--- src/rtl/raster_scan_counter_if.sv ---
// Bundles the control inputs, region descriptor and beat outputs of raster_scan_counter.
// master = the scan generator, slave = the block that drives it and consumes its beats.
interface raster_scan_counter_if #(
    parameter int unsigned XBits    = 9,
    parameter int unsigned YBits    = 8,
    parameter int unsigned AddrBits = 17
) ();

    logic                start;
    logic                abort;
    logic [XBits-1:0]    x_limit;
    logic [YBits-1:0]    y_limit;
    logic [AddrBits-1:0] base_addr;
    logic                ready;

    logic                valid;
    logic [XBits-1:0]    x;
    logic [YBits-1:0]    y;
    logic [AddrBits-1:0] addr;
    logic                last;
    logic                busy;
    logic                done;

    modport master (
        input  start, abort, x_limit, y_limit, base_addr, ready,
        output valid, x, y, addr, last, busy, done
    );

    modport slave (
        output start, abort, x_limit, y_limit, base_addr, ready,
        input  valid, x, y, addr, last, busy, done
    );

endinterface

--- src/rtl/raster_scan_counter.sv ---
// Raster-order 2-D scan generator: walks an x_limit by y_limit region, emitting x, y and a
// linear frame-buffer address per beat over a valid/ready handshake, with done and abort.
module raster_scan_counter #(
    parameter int unsigned XBits    = 9,
    parameter int unsigned YBits    = 8,
    parameter int unsigned AddrBits = 17
) (
    input logic                   clk,
    input logic                   reset,
    raster_scan_counter_if.master bus
);

    typedef enum logic [1:0] {
        StIdle,
        StScan,
        StDone
    } state_e;

    state_e              state_q, state_d;
    logic                valid_q, valid_d;
    logic [XBits-1:0]    x_q, x_d;
    logic [YBits-1:0]    y_q, y_d;
    logic [AddrBits-1:0] addr_q, addr_d;
    logic [XBits-1:0]    x_lim_q, x_lim_d;
    logic [YBits-1:0]    y_lim_q, y_lim_d;
    logic [AddrBits-1:0] base_q, base_d;

    logic at_x_end;
    logic at_y_end;
    logic last_w;
    logic handshake;

    // Limits are never zero while in StScan, so limit-1 cannot underflow where it matters.
    assign at_x_end  = (x_q == x_lim_q - XBits'(1));
    assign at_y_end  = (y_q == y_lim_q - YBits'(1));
    assign last_w    = valid_q && at_x_end && at_y_end;
    assign handshake = valid_q && bus.ready;

    always_comb begin
        state_d = state_q;
        valid_d = valid_q;
        x_d     = x_q;
        y_d     = y_q;
        addr_d  = addr_q;
        x_lim_d = x_lim_q;
        y_lim_d = y_lim_q;
        base_d  = base_q;

        unique case (state_q)
            StIdle: begin
                if (bus.start && !bus.abort) begin
                    x_lim_d = bus.x_limit;
                    y_lim_d = bus.y_limit;
                    base_d  = bus.base_addr;
                    if ((bus.x_limit != '0) && (bus.y_limit != '0)) begin
                        state_d = StScan;
                        valid_d = 1'b1;
                        x_d     = '0;
                        y_d     = '0;
                        addr_d  = bus.base_addr;
                    end else begin
                        // Empty region: skip straight to the completion pulse.
                        state_d = StDone;
                    end
                end
            end

            StScan: begin
                if (bus.abort) begin
                    state_d = StIdle;
                    valid_d = 1'b0;
                end else if (handshake) begin
                    addr_d = addr_q + AddrBits'(1);
                    if (last_w) begin
                        state_d = StDone;
                        valid_d = 1'b0;
                    end else if (at_x_end) begin
                        x_d = '0;
                        y_d = y_q + YBits'(1);
                    end else begin
                        x_d = x_q + XBits'(1);
                    end
                end
            end

            StDone: begin
                state_d = StIdle;
                valid_d = 1'b0;
            end

            default: begin
                state_d = StIdle;
                valid_d = 1'b0;
            end
        endcase
    end

    always_ff @(posedge clk) begin
        if (reset) begin
            state_q <= StIdle;
            valid_q <= 1'b0;
            x_q     <= '0;
            y_q     <= '0;
            addr_q  <= '0;
            x_lim_q <= '0;
            y_lim_q <= '0;
            base_q  <= '0;
        end else begin
            state_q <= state_d;
            valid_q <= valid_d;
            x_q     <= x_d;
            y_q     <= y_d;
            addr_q  <= addr_d;
            x_lim_q <= x_lim_d;
            y_lim_q <= y_lim_d;
            base_q  <= base_d;
        end
    end

    assign bus.valid = valid_q;
    assign bus.x     = x_q;
    assign bus.y     = y_q;
    assign bus.addr  = addr_q;
    assign bus.last  = last_w;
    assign bus.busy  = (state_q != StIdle);
    assign bus.done  = (state_q == StDone);

endmodule
--- src/flat_wrapper.sv ---
// flat-port wrapper written by rule: the top's interface ports become plain ports
module raster_scan_counter_flat 
#(
    parameter int unsigned XBits    = 9,
    parameter int unsigned YBits    = 8,
    parameter int unsigned AddrBits = 17
)
  (clk, reset, bus_start, bus_abort, bus_x_limit, bus_y_limit, bus_base_addr, bus_ready, bus_valid, bus_x, bus_y, bus_addr, bus_last, bus_busy, bus_done);
  raster_scan_counter_if #(.XBits(XBits), .YBits(YBits), .AddrBits(AddrBits)) bus_i ();
  input logic clk;
  input logic reset;
  input wire logic [$bits(bus_i.start)-1:0] bus_start;
  input wire logic [$bits(bus_i.abort)-1:0] bus_abort;
  input wire logic [$bits(bus_i.x_limit)-1:0] bus_x_limit;
  input wire logic [$bits(bus_i.y_limit)-1:0] bus_y_limit;
  input wire logic [$bits(bus_i.base_addr)-1:0] bus_base_addr;
  input wire logic [$bits(bus_i.ready)-1:0] bus_ready;
  output wire logic [$bits(bus_i.valid)-1:0] bus_valid;
  output wire logic [$bits(bus_i.x)-1:0] bus_x;
  output wire logic [$bits(bus_i.y)-1:0] bus_y;
  output wire logic [$bits(bus_i.addr)-1:0] bus_addr;
  output wire logic [$bits(bus_i.last)-1:0] bus_last;
  output wire logic [$bits(bus_i.busy)-1:0] bus_busy;
  output wire logic [$bits(bus_i.done)-1:0] bus_done;
  assign bus_i.start = bus_start;
  assign bus_i.abort = bus_abort;
  assign bus_i.x_limit = bus_x_limit;
  assign bus_i.y_limit = bus_y_limit;
  assign bus_i.base_addr = bus_base_addr;
  assign bus_i.ready = bus_ready;
  assign bus_valid = bus_i.valid;
  assign bus_x = bus_i.x;
  assign bus_y = bus_i.y;
  assign bus_addr = bus_i.addr;
  assign bus_last = bus_i.last;
  assign bus_busy = bus_i.busy;
  assign bus_done = bus_i.done;
  raster_scan_counter #(.XBits(XBits), .YBits(YBits), .AddrBits(AddrBits)) u_core (.clk(clk), .reset(reset), .bus(bus_i));
endmodule
--- config.mk ---
export PLATFORM = sky130hd
export DESIGN_NAME = raster_scan_counter_flat
export DESIGN_NICKNAME = d
export VERILOG_FILES = /design/src/rtl/raster_scan_counter_if.sv /design/src/rtl/raster_scan_counter.sv /design/src/flat_wrapper.sv
export SDC_FILE = /design/constraint.sdc
export NUM_CORES = 1
export LEC_CHECK = 0
export ABC_AREA = 1
export ABC_CLOCK_PERIOD_IN_PS = 2200
export CORE_ASPECT_RATIO = 0.7
export CORE_MARGIN = 8
export CORE_UTILIZATION = 51
export CTS_CLUSTER_DIAMETER = 50
export DETAILED_ROUTE_END_ITERATION = 8
export PLACE_DENSITY = 0.87
export REMOVE_ABC_BUFFERS = 1
export SLEW_MARGIN = 20
export SYNTH_ARGS = -nofsm -noshare
export SYNTH_HDL_FRONTEND = slang
export SYNTH_SLANG_ARGS = --single-unit
--- constraint.sdc ---
create_clock -name clk -period 2.2 [get_ports clk]
set_input_delay 0.22 -clock clk [delete_from_list [all_inputs] [get_ports clk]]
set_output_delay 0.22 -clock clk [all_outputs]
set_load 0.05 [all_outputs]
==> flow_summary.toml <==
[critical_path]
crit_fanout = 6
worst_setup_path_start_kind = "flop"
crit_slowest_cell = "dfxtp_1"
reg2reg_slack_ns = 0
path_class = "reg -> out"
critPathCaptureType = "output port"
path_common_cell = "nand2_1"
setup.worst_path.start = "u_core.y_lim_q[0]$_SDFFE_PP0P_"
path_buf_inv = 3
arrival_ns = 2.02
max_stage_delay_ns = 0.33
required_ns = 1.98
path_cells = "inv_2 -> ha_4 -> nand2_1 -> nor2_1 -> nand2_1 -> nand2_1 -> nand2_1 -> nor2_1 -> nand3_1 -> nor2_4 -> nand2_2 -> inv_2 -> buf_12"
r2r_start = "u_core.x_lim_q[1]$_SDFFE_PP0P_"
critPathTopFamily = "simple AND/OR/NAND/NOR gates"

[outcome]
violations = "negative setup slack"
outcome = "finished with violations"

[global_routing]
use_met2 = 0.326
overflow = 0
grt_busiest_layer = "met2"
antenna_found_initial = 0
grt_pass1_wl_mm = 16.6
grtUsageMet3 = 0.0503
grt_start_max_net_pins = 34
grt_pass1_vias = 3635
met1_usage = 0.269
grt_use_total = 0.205

[logic_synthesis]
ys_top_cells_by_area = "dfxtp_1 (31%), nand2_1 (15%), nor2_1 (9.4%)"
syn_avg_cell_area_um2 = 6.29
synthArstFlopShare = 0
yosys.cell_types.count = 34
ys_seq_area_frac = 0.311
yosys.area.top_type = "dfxtp_1"
yosys_warnings = 0
synth-main-ff-cell = "dfxtp_1"
synth_top_area_share = 0.311
synth_most_common_cell = "nand2_1"
netlist_top_cells_count = "nand2_1 (136), nor2_1 (87), dfxtp_1 (54)"
synth_edf_count = 0
netlist_area_um2 = 3470
syn_inst = 552
ys_seq_elements = 54

[clock_tree]
clock_sinks = 54
clk_pin_slew_ns = 0.11
insertion_delay_ns = 0.32
cts_tree = "done"
cts_buffers = 5
clock_path_buffers = 2
cts_max_level = 2
cts_root_buffer = "clkbuf_8"
postCtsHoldBufs = 0

[die]
fp.dieW_um = 115
ios = 77
die_area_um2 = 9750
num_rows = 25
core_area_um2 = 6660
die_h_um = 85.0
initial_utilization = 0.521

[hold_path]
worstHoldPathType = "in -> reg"
min_from = "bus_base_addr[9]"

[placed_design]
portBuffers = 76
placed_cell_area_um2 = 4390
gp_congestion = 0.871
dp_hpwl_mm = 7.52
dp.cells = 719

[sta]
setup_ws_ns = -0.0362
whs_ns = 0.461
fmax_mhz = 447
slew_headroom = 0.651
tns_ns = -0.0381
setup_viol_count_final = 2
rsz0062_at_grt = "true"
slew_violations = 0
tightest_slew_ns = 0.522
finalCriticalPeriod_ns = 2.24
finalClockSkew_ns = 0.00679
fin_crit_sh = 1.02
hold_viol_final = 0

[flow_run]
drv_cap = 0

[final_layout]
fin_cells = 739
design_area_um2 = 4700
fin_nets = 688
drive_above_1_share = 0.112
diodes = 0
syn_to_final_growth_pct = 35.3

[detailed_routing]
drt_iter0_drc = 386
wl_per_cell_um = 14.0
vias = 3936
drt-pass1-iter-count = 5
wirelength_mm = 10.3
drc = 0
drtAntennaViolNets = 0
vias_per_cell = 5.33

[power_and_ir_drop]
total_leakage_power_uw = 0.00193
p_total_uw = 3280
p_per_area_nw_per_um2 = 698
ir_worst_vdd_mv = 0.401
## cell families after synthesis
group                    share of synthesized area
adder cells (fa/ha/maj)                     0.0180
flip-flops                                   0.311
buffers and inverters                       0.0800
AND/OR/NAND/NOR                              0.366
XOR/XNOR                                    0.0782
AO/OA/AOI/OAI                                0.146
## placed cells by master, fill, tap and decap left out, drive strengths merged, types with 3 or more instances in the layout
cell type and n:
nor3 6, nor2 92, nand2 140, clkdlybuf4s50 75, ha 5, inv 51, buf 28, nand4 3
nand3 49, dfxtp 54, xor2 21, xnor2 10, nor4 3, a21oi 40, a31oi 7, o21ai 43
clkbuf 5
## layer usage
layer / vias to the layer above / share of wire
li1: 1971 / -
met1: 1781 / 0.45
met2: 166 / 0.46
met3: 18 / 0.082
met4: 0 / 0.012
met5: - / 0
## stage by stage
step | utilization | setup slack [ns]
floorplan | - | -0.241
global placement | 0.659 | 0.0714
detailed placement | 0.659 | -0.0751
CTS | 0.689 | -0.0587
global route | 0.706 | -0.180
finish | 0.706 | -0.0362
## final cells by class
class	instances	area [µm²]
tap	94	118
multi-input combinational	428	2180
fill	552	1960
sequential	54	1080
clock buffer	5	68.8
clock inverter	3	68.8
inverter	52	195
timing repair buffer	103	985
## state kept, by name, indices dropped and copies added, names as in the netlist
| name | flops |
|---|---|
| u_core.bus.addr | 17 |
| u_core.y_lim_q | 8 |
| u_core.bus.x | 9 |
| u_core.x_lim_q | 9 |
| u_core.state_q | 2 |
| u_core.bus.valid | 1 |
| u_core.bus.y | 8 |
## timing repair
action / CTS / global route
gates resized for setup: 10 / 16
pin swaps: 5 / 9
endpoints found under the setup margin: 17 / 20
cloned: 0 / 0
buffers inserted: 5 / 7
## path summary, 6_finish.rpt
kind,to,cells past startpoint
max,bus_last,13
min,u_core.bus.addr[9]$_SDFFE_PP0P_,3
max reg2reg,u_core.bus.y[0]$_SDFFE_PP0P_,15
min reg2reg,u_core.bus.addr[16]$_SDFFE_PP0P_,2
## report_power, final
| part | switching [µW] | internal, µW | total [µW] |
|---|---|---|---|
| Sequential | 117 | 1070 | 1190 |
| Combinational | 796 | 475 | 1270 |
| Clock | 363 | 456 | 819 |
## tightest hold or removal path, cell delays in order
cell and delay, ns:
clkdlybuf4s50_1 0.40, nand2_1 0.06, a31oi_1 0.07
(Power assumes the default switching activity.)
